--- config.mk ---
export PLATFORM = sky130hd
export DESIGN_NAME = seg7_scan_drv
export DESIGN_NICKNAME = d
export VERILOG_FILES = /design/src/rtl/seg7_pkg.sv /design/src/rtl/seg7_scan_drv_hex2seg7.sv /design/src/rtl/seg7_scan_drv.sv
export SDC_FILE = /design/constraint.sdc
export NUM_CORES = 1
export LEC_CHECK = 0
export ABC_AREA = 1
export CAP_MARGIN = 20
export CORE_UTILIZATION = 48
export DETAILED_ROUTE_END_ITERATION = 6
export HOLD_SLACK_MARGIN = 0.12
export PLACE_DENSITY = 0.71
export RECOVER_POWER = 50
export REMOVE_ABC_BUFFERS = 1
export SLEW_MARGIN = 20
export SYNTH_ARGS = -nofsm -noshare
export SYNTH_HDL_FRONTEND = slang
export SYNTH_SLANG_ARGS = --single-unit
--- constraint.sdc ---
create_clock -name clk -period 4.7 [get_ports clk]
set_input_delay 0.705 -clock clk [delete_from_list [all_inputs] [get_ports clk]]
set_output_delay 0.705 -clock clk [all_outputs]
set_load 0.01 [all_outputs]
--- src/rtl/seg7_pkg.sv ---
// seg7_pkg: shared constants for the seven-segment scan driver.
// Hex-to-segment table (active low, {g..a}), blank codes and digit count.
package seg7_pkg;

    localparam int DIGITS = 8;

    localparam logic [7:0] AN_OFF  = 8'hFF;
    localparam logic [7:0] SEG_OFF = 8'hFF;

    // Entry n holds the {g,f,e,d,c,b,a} pattern for hex digit n.
    localparam logic [15:0][6:0] HEX_SEG = {
        7'h0E, 7'h06, 7'h21, 7'h46,
        7'h03, 7'h08, 7'h10, 7'h00,
        7'h78, 7'h02, 7'h12, 7'h19,
        7'h30, 7'h24, 7'h79, 7'h40
    };

endpackage

--- src/rtl/seg7_scan_drv_hex2seg7.sv ---
// hex2seg7: 4-bit nibble to active-low {g..a} segment pattern.
// Purely combinational table lookup.
module hex2seg7
    import seg7_pkg::*;
(
    input  logic [3:0] nibble,
    output logic [6:0] seg
);

    // Table lookup of the segment pattern.
    always_comb begin
        seg = HEX_SEG[nibble];
    end

endmodule

--- src/rtl/seg7_scan_drv.sv ---
// seg7_scan_drv: 8-digit common-anode seven-segment scan driver.
// Optional macro SEG7_GHOST_GUARD_EN blanks AN for GUARD_CYC cycles per slot.
module seg7_scan_drv
    import seg7_pkg::*;
#(
    parameter int SCAN_DIV_W  = 16,
    parameter int BLINK_DIV_W = 25,
    parameter int GUARD_CYC   = 4
) (
    input  logic        clk,
    input  logic        rst,
    input  logic        EN,
    input  logic [31:0] Disp_num,
    input  logic [7:0]  point_in,
    input  logic [7:0]  blink_in,
    output logic [7:0]  AN,
    output logic [7:0]  SEGMENT,
    output logic        frame_tick
);

    logic [SCAN_DIV_W-1:0]  presc;
    logic [2:0]             idx;
    logic [BLINK_DIV_W-1:0] blink_cnt;
    logic [31:0]            shadow_data;
    logic [7:0]             shadow_pt;
    logic [7:0]             shadow_bl;

    logic       tick;
    logic       frame_edge;
    logic [3:0] cur_nib;
    logic [6:0] cur_seg;
    logic       blank;
    logic [7:0] an_nxt;
    logic [7:0] seg_nxt;

    if (GUARD_CYC >= (1 << SCAN_DIV_W)) begin : g_guard_chk
        $error("GUARD_CYC must be smaller than one digit slot");
    end

    assign tick       = &presc;
    assign frame_edge = tick & (idx == 3'd7);
    assign cur_nib    = shadow_data[{idx, 2'b00} +: 4];

    hex2seg7 u_hex2seg7 (
        .nibble (cur_nib),
        .seg    (cur_seg)
    );

    // Free-running scan prescaler, digit index and blink counter.
    always_ff @(posedge clk or negedge rst) begin
        if (!rst) begin
            presc     <= '0;
            idx       <= '0;
            blink_cnt <= '0;
        end else begin
            presc     <= presc + 1'b1;
            blink_cnt <= blink_cnt + 1'b1;
            if (tick) begin
                idx <= idx + 3'd1;
            end
        end
    end

    // Shadow capture only at frame boundaries so a frame never tears.
    always_ff @(posedge clk or negedge rst) begin
        if (!rst) begin
            shadow_data <= '0;
            shadow_pt   <= '0;
            shadow_bl   <= '0;
        end else if (frame_edge && EN) begin
            shadow_data <= Disp_num;
            shadow_pt   <= point_in;
            shadow_bl   <= blink_in;
        end
    end

    // Next anode/segment values for the digit currently indexed.
    always_comb begin
        blank   = shadow_bl[idx] & blink_cnt[BLINK_DIV_W-1];
        an_nxt  = ~(8'b1 << idx);
        seg_nxt = {~shadow_pt[idx], cur_seg};
        if (blank) begin
            an_nxt  = AN_OFF;
            seg_nxt = SEG_OFF;
        end
`ifdef SEG7_GHOST_GUARD_EN
        if (presc < SCAN_DIV_W'(GUARD_CYC)) begin
            an_nxt = AN_OFF;
        end
`endif
    end

    // Registered outputs and frame-boundary pulse.
    always_ff @(posedge clk or negedge rst) begin
        if (!rst) begin
            AN         <= AN_OFF;
            SEGMENT    <= SEG_OFF;
            frame_tick <= 1'b0;
        end else begin
            AN         <= an_nxt;
            SEGMENT    <= seg_nxt;
            frame_tick <= frame_edge;
        end
    end

endmodule

==> results.md, run 1 <==
Status:
- The flow ran to the end, but the final reports show violations.
- The checks that failed: max-capacitance violations, max-slew violations.

Detailed routing:
- After detailed routing, the average wire length per cell comes to 12.33 um.
- The count of nets left with antenna violations once routing finished came out at 0.
- In the routed design, unresolved DRC markers number 0.
- The first detailed-routing pass ran for 4 iterations.
- After detailed routing, the total wire length is just over 10 mm.
- After the first detailed-routing iteration, the DRC count stood at 228.
- For this block, the via count after detailed routing is approximately 4.0k.
- The vias per cell is 4.836.

Floorplanning:
- The die covers about 11000 um2.
- In this run the core area contains 37 standard-cell rows.
- For this design the top-level I/O count stands at 68.
- The height of the die is 107.1 um.
- In this run the standard cell core region covers ~11000 um2.
- The initial standard-cell utilization of the core is a little over 50%.
- Measured along the x axis, the die boundary spans roughly 110 um.

Timing:
- The number of pins exceeding their max-slew limit in the final report is just under 80.
- The tightest slew margin relative to the limit is -21.22%.
- The count of final setup violators is 0.
- For the pin with the worst max-slew slack, the measured transition is about 1800 ps.
- The number of hold-slack violations in the final timing report came to 0.
- The clock period minus worst slack is 2819 ps.
- The sum of negative setup slack is 0 ps.
- Hold timing on the final database bottoms out at a slack of around 450 ps.
- Setup repair after global routing left no endpoint under its margin.
- On the final layout, the worst clock skew is ~5.6 ps.
- Based on the critical path, the design can be clocked at up to 0.3548 GHz.
- The final worst-path cycle share is between 50% and 60%.
- The final setup slack of the worst path is 1881 ps.

Clocking:
- In this run the clock root is driven by a sky130_fd_sc_hd__clkbuf_8.
- The TritonCTS clock tree is yes.
- The sink count of the clock tree is 109.
- The clock passes through at most 2 buffers.
- After clock tree synthesis, the clock-pin slew on the worst setup and hold paths is 100 ps.
- Once the clock tree was built, the setup fixing pass inserted 0 buffers.
- The number of H-tree levels is 3.
- The clock latency on the worst-skew pair is ~360 ps.
- The number of cells upsized or downsized after cts is 0.
- The number of clock buffers added by TritonCTS is 9.
- Buffers inserted to repair hold after CTS numbered 0.

GRT:
- For this run the aggregate overflow at the end of global routing stands at 0.
- The number of antenna violations at the first check in global routing came to 0.
- Entering global routing, the biggest net connects 97 pins.
- Global routing used between 10% and 20% of the available tracks across all layers.
- The first-pass GRT wire length is 17.80 mm.
- The via count of the first global-routing pass is 3895.

Worst hold path:
- The worst min-delay path class is reg -> reg.
- In this run the most critical hold path is launched from blink_cnt[0].

Setup path:
- The nature of the critical path startpoint is a flop.
- The critical path data required time is between 4000 and 5000 ps.
- The first element of the critical path is idx[0].
- The class of the most critical setup path is reg -> reg.
- The worst register-to-register path begins at idx[0].
- The maximum net fanout on the critical path is 96.
- The arrival time at the worst endpoint is 3080 ps.
- The endpoint kind of the worst setup timing path is a flop.

Power:
- VDD sags by at most 0.1244 mV.
- The static power due to leakage is 0.003013 uW.
- The power density of the placed cells is 245.9 nW/um2.

Layout:
- Summing all multi-input logic gate instances after layout gives 2007 um2.
- The fraction of layout instances using a drive strength above 1 is 5.814%.
- The register area is 2748 um2.
- The finished layout holds between 800 and 900 standard cells, fillers aside.
- The number of fill cells is 979.
- The count of inserted antenna diode cells is 0.
- In the final design database the tool counted approximately 750 nets.
- The signed area change from the synthesized netlist to the final layout is 16.29%.
- The end-of-flow core utilization is 58.64%.

Yosys:
- The Yosys warning count is 0.
- In this run the mean area of a mapped cell was about 8.5 um2.
- Ranked by total cell area, the synthesized netlist is headed by sky130_fd_sc_hd__dfrtp_1, sky130_fd_sc_hd__nand2_1, sky130_fd_sc_hd__dfstp_2.
- The summed instance area of the synthesized netlist is 5299 um2.
- Synthesis inferred roughly 110 register bits.
- For this run, the register share of the synthesized area comes to approximately half.
- The number of instances in the synthesized netlist is 622.
- In this run the biggest area consumer among cell types represents 43.92% of the synthesized area.
- Yosys mapped the design onto 33 distinct sky130hd cell types.
- sky130_fd_sc_hd__dfrtp_1 takes more of the synthesized area than any other cell.

Place:
- Summed over all nets, the half-perimeter wirelength after detailed placement is 7.308 mm.
- At the end of routability-driven placement, the weighted congestion stood at ~0.90.
- Counting tap cells, the placed design contains a total of 808 instances.
- In this run the tool buffered the top-level ports with 67 buffer cells.
- Before CTS, the worst setup slack after placement is 1878 ps.

Job:
- Across the run, the number of max-cap violations was 1.
[cell type report]
type,count,area share (%)
Sequential cell,109,44.59
Inverter,105,6.437
Clock buffer,11,2.294
Multi-Input combinational cell,390,32.57
Clock inverter,5,0.4264
Tap cell,136,2.761
Timing Repair Buffer,68,10.92
[placed cells by master (no fill, tap or decap)]
cell type	count
sky130_fd_sc_hd__clkbuf_8	10
sky130_fd_sc_hd__dfstp_2	16
sky130_fd_sc_hd__inv_2	1
sky130_fd_sc_hd__nand2_2	2
sky130_fd_sc_hd__a21oi_1	3
sky130_fd_sc_hd__clkinv_1	2
sky130_fd_sc_hd__o21ai_0	11
sky130_fd_sc_hd__nand3_1	58
sky130_fd_sc_hd__a32o_1	2
sky130_fd_sc_hd__ha_1	14
sky130_fd_sc_hd__mux2i_1	1
sky130_fd_sc_hd__nand3b_1	3
sky130_fd_sc_hd__inv_4	1
sky130_fd_sc_hd__nand3_4	1
sky130_fd_sc_hd__xor2_1	23
sky130_fd_sc_hd__clkbuf_2	1
sky130_fd_sc_hd__nor3b_1	2
sky130_fd_sc_hd__xnor2_1	12
sky130_fd_sc_hd__nor2_2	1
sky130_fd_sc_hd__dfrtp_1	93
sky130_fd_sc_hd__nor3_1	10
sky130_fd_sc_hd__clkbuf_1	1
sky130_fd_sc_hd__clkdlybuf4s50_1	66
sky130_fd_sc_hd__nand2b_1	1
sky130_fd_sc_hd__nand4_1	6
sky130_fd_sc_hd__nand3_2	2
sky130_fd_sc_hd__o21ai_1	43
sky130_fd_sc_hd__clkinvlp_4	1
sky130_fd_sc_hd__clkinv_2	3
sky130_fd_sc_hd__inv_1	102
sky130_fd_sc_hd__buf_4	1
sky130_fd_sc_hd__nand2_1	155
sky130_fd_sc_hd__nor2_1	40
[synthesized netlist by cell type (all sizes together)]
master and count:
inv 104, a32o 2, clkbuf 3, nand2 157, o21ai 54, a21oi 3, nand2b 1, dfstp 16
nand3 61, nor3 10, nand3b 3, clkinv 1, nand4 6, buf 15, nor2 41, mux2i 1
nor3b 2, xnor2 12, xor2 23, dfrtp 93, ha 14
[worst paths after layout]
| path | endpoint | cells past startpoint | slack [ps] |
|---|---|---|---|
| max reg2reg | shadow_bl[2] | 4 | 1880 |
| max | shadow_bl[2] | 4 | 1880 |
| min reg2reg | blink_cnt[0] | 1 | 450 |
| min in group asynchronous | presc[4] | 1 | 830 |
| max in group asynchronous | shadow_data[13] | 2 | 2580 |
| min | blink_cnt[0] | 1 | 450 |
[stage by stage]
step | cell area (um2) | total power, uW
final | 6162 | 1515
after global routing | 6162 | 1582
after CTS | 6183 | 1532
after detailed placement | 6016 | 1027
after global placement | 6016 | 1027
after floorplan | 5170 | 963.2
[where the power goes]
part	internal (uW)	total [uW]	switching, uW	leakage [uW]
sequential	938	938	0	0.00144
clock	203	509	305	0.0000865
combinational	38.7	69.0	30.3	0.00149
total	1180	1520	335	0.00301
[registers in the layout, summed over array words and instances, names as in the netlist]
name / flops
AN: 8
frame_tick: 1
idx: 3
SEGMENT: 8
shadow_data: 32
shadow_bl: 8
shadow_pt: 8
presc: 16
blink_cnt: 25
[per-layer routing]
layer	global-route usage (%)	vias to the layer above	routed length [um]	part of all wire, %
met5	0	-	0	0
met4	6.556	0	71	0.70
met3	3.343	6	406	4.0
met2	31.52	90	4844	48
met1	27.22	1839	4840	48
li1	-	2050	-	-
[cells by family (layout without fill, tap and decap cells)]
kind of cell / count (synthesis) / count (layout) / share of synthesized area [%]
flip-flops: 109 / 109 / 51.85
AND/OR/NAND/NOR: 281 / 281 / 23.19
XOR/XNOR: 35 / 35 / 5.785
buffers and inverters: 123 / 189 / 9.917
adder cells (fa/ha/maj): 14 / 14 / 3.306
multiplexers: 1 / 1 / 0.1889
AO/OA/AOI/OAI: 59 / 59 / 5.761
[worst max-delay path: stages (launching register included)]
cell	delay [ps]
sky130_fd_sc_hd__dfrtp_1	1000
sky130_fd_sc_hd__ha_1	320
sky130_fd_sc_hd__ha_1	240
sky130_fd_sc_hd__nand3_4	690
sky130_fd_sc_hd__o21ai_0	440
Power figures use the tool's default switching activity.
==> run 2: changes to the inputs <==
Clock period 4.7 ns to 2.95 ns, I/O delays scaled along.
==> run 2 against run 1 <==
  * The run now ends clean
  * Die area unchanged
  * Cell area up 1.8%
  * Sequential share of layout area down 0.78 points
  * First-iteration DRC count down 22%
  * Clock skew up 3.1 ps
  * Sequential cell count unchanged
  * Final cell count up 0.49%
  * Routed wire length up 1.8%
  * Clock-buffer cell count unchanged
  * Sequential power up 59%
  * Clock power up 100%
  * Highest routed layer unchanged
==> results.md, run 2 (same netlist as run 1, synthesis figures left out) <==
Status:
- The run finished with clean final reports.

Layout:
- The end-of-flow core utilization came to 59.69% (+1.0 points).
- The largest registers in the layout are shadow_data: 32 flops, blink_cnt: 25 flops, presc: 16 flops.
- The number of fill cells is 941 (-3.9%).
- shadow_data holds more flip-flops than any other register.
- The post-route standard cell area excluding fillers came to 6272 um2 (+1.8%).
- The register area is 2748 um2 (unchanged).
- The area of combinational cells with multiple inputs is 2007 um2 (unchanged).
- Leaving out fill and tap cells, the most frequent cells in the layout are sky130_fd_sc_hd__nand2_1, sky130_fd_sc_hd__inv_1, sky130_fd_sc_hd__dfrtp_1.
- The number of flip-flops under the largest register name is 32 (unchanged).
- The number of nets in the layout is 752 (+0.53%).
- The most common library cell in the layout ignoring fill and taps is sky130_fd_sc_hd__nand2_1.
- The signed area change from the synthesized netlist to the final layout is 18.37%.
- The fraction of layout instances using a drive strength above 1 is 6.503% (+0.69 points).
- The count of inserted antenna diode cells is 0 (unchanged).

GRT:
- The global-route track usage on met1 is 28.76% (+1.5 points).
- The leftover overflow at the end of global routing is 0 (unchanged).
- The via count of the first global-routing pass is 3943 (+1.2%).
- The pin count of the biggest net entering global routing came to 61 (-37%).
- The first-pass GRT wire length is 18.09 mm (+1.7%).
- The met2 track demand over resource is 30.28% (-1.2 points).
- After global routing, the most crowded layer is met2.
- The met3 demand-to-capacity share in global routing is 3.891% (+0.55 points).
- The number of antenna violations at the first check in global routing was 0 (unchanged).
- The overall fraction of global-route tracks in use is 20.08% (+0.39 points).

Timing:
- The count of final setup violators came to 0 (unchanged).
- The number of pins exceeding their max-slew limit in the final report was 0 (-100%).
- The worst hold slack is 463.5 ps (+8.976 ps).
- The sum of negative setup slack is 0 ps (unchanged).
- The final setup slack of the worst path was 450.6 ps (-1431 ps).
- The number of hold-slack violations in the final timing report is 0 (unchanged).
- The tightest slew margin relative to the limit is 20.48% (+42 points).
- Setup repair after global routing left no endpoint under its margin.
- The clock period minus worst slack is 2499 ps (-319.4 ps).
- The final worst-path cycle share is 84.73% (+25 points).
- The final setup skew is 8.655 ps (+3.092 ps).
- The transition time at the pin with the least slew margin was 1193 ps (-625.4 ps).
- The upper clock frequency limit was 0.4001 GHz (+13%).

Detailed routing:
- The first-pass iteration count of the detailed router came to 5 (+1).
- The DRC marker count from the first detailed-route iteration is 177 (-22%).
- The overall routed net length came to 10.34 mm (+1.8%).
- The number of remaining DRC errors is 0 (unchanged).
- The final routed wire length divided by cell count came to 12.49 um (+1.3%).
- The vias per cell came to 4.917 (+1.7%).
- The post-route antenna net violation count was 0 (unchanged).
- The total via count in the routed design was 4071 (+2.2%).

Job:
- The number of max-capacitance violations reported is 0 (-1).

Clocking:
- The total clock buffers created by CTS was 9 (unchanged).
- The clock tree buffer depth is 2 (unchanged).
- The number of H-tree levels was 3 (unchanged).
- The clock transition at the registers of the reported paths is 100 ps (about the same).
- The sink count of the clock tree is 109 (unchanged).
- In this run the clock root is driven by a sky130_fd_sc_hd__clkbuf_8.
- TritonCTS built the clock tree.
- The number of cells upsized or downsized after cts is 0 (unchanged).
- The clock latency on the worst-skew pair was 390 ps (+30 ps).

Setup path:
- The nature of the critical path startpoint is a flop.
- The count of buffer and inverter cells on the critical path is 2 (+2).
- For this design, the slowest cell found on the critical path is sky130_fd_sc_hd__nand3_4.
- The signal on the critical path passes through ha_1 > nand2_1 > inv_1 > nand4_1 > nor2_1 > nand3_4 > buf_12 > nand2_1 > o21ai_0.
- STA classifies the critical path endpoint as a flop.
- The arrival time at the worst endpoint is 2760 ps (-320 ps).
- The critical path data required time was 3210 ps (-1750 ps).
- The dominant delay contributor by cell family on the critical path is simple AND/OR/NAND/NOR gates.
- The class of the most critical setup path is reg -> reg.
- The maximum net fanout on the critical path was 49 (-49%).
- The worst stage delay on the critical path was 520 ps (-480 ps).
- The library cell appearing most often on the critical path is sky130_fd_sc_hd__nand2_1.

Power:
- The worst-case vdd ir drop is 0.2549 mV (+100%).
- The static power due to leakage came to 0.003067 uW (+1.8%).
- The power density of the placed cells is 421.2 nW/um2 (+71%).

Place:
- The half-perimeter wire length after detailed placement was 7.455 mm (+2.0%).
- The pre-CTS worst setup slack was 662.4 ps (-1215 ps).
- The instance area at placement is 6063 um2 (+0.79%).
- The number of input and output port buffers inserted is 67 (unchanged).
- The global placement routability congestion is 0.9254 (+2.9%).

Floorplanning:
- The initial standard-cell utilization of the core is 50.42% (unchanged).
- The I/O pin total came to 68 (unchanged).
- The width of the chip is 107.1 um (unchanged).
- The core footprint is 10510 um2 (unchanged).
- The height of the die came to 107.1 um (unchanged).
- The die footprint is 11460 um2 (unchanged).
- The site row count is 37 (unchanged).

Worst hold path:
- The worst min-delay path class is reg -> reg.
run 2: stage by stage:
stage               power, uW  cells
floorplan                1535    604
global placement         1637    811
detailed placement       1638    811
CTS                      2672    828
global route             2732    828
finish                   2642    828
run 2: what timing repair did:
item                      CTS  global route
hold buffers                1             0
buffers inserted            0             0
hold endpoints to repair   49             0
run 2: path summary, 6_finish.rpt:
check,slack [ps],start,endpoint,depth (start not counted)
max,450,presc[0],shadow_data[31],9
min,460,blink_cnt[0],blink_cnt[0],1
min in group asynchronous,830,rst,presc[4],2
max in group asynchronous,640,rst,shadow_data[11],3
max reg2reg,450,presc[0],shadow_data[31],9
min reg2reg,460,blink_cnt[0],blink_cnt[0],1
run 2: power by group:
part           total [uW]  internal, uW  switching, uW
Sequential           1490          1490              0
Clock                1040           526            512
Combinational         110          62.4           47.2
Total                2640          2080            559
run 2: area by class of cell:
class | count | area share, %
clock buffers | 11 | 2.414
clock inverters | 5 | 1.297
inverters | 105 | 6.324
multi-input cells | 390 | 32.00
flip-flops and latches | 109 | 43.81
well taps | 136 | 2.713
repair buffers | 72 | 11.45
run 2: routing by layer:
layer / part of all wire (%) / wire length (um) / vias up
met2: 44 / 4562 / 93
met1: 50 / 5192 / 1924
met3: 4.2 / 432 / 8
met5: 0 / 0 / -
li1: - / - / 2046
met4: 1.5 / 153 / 0
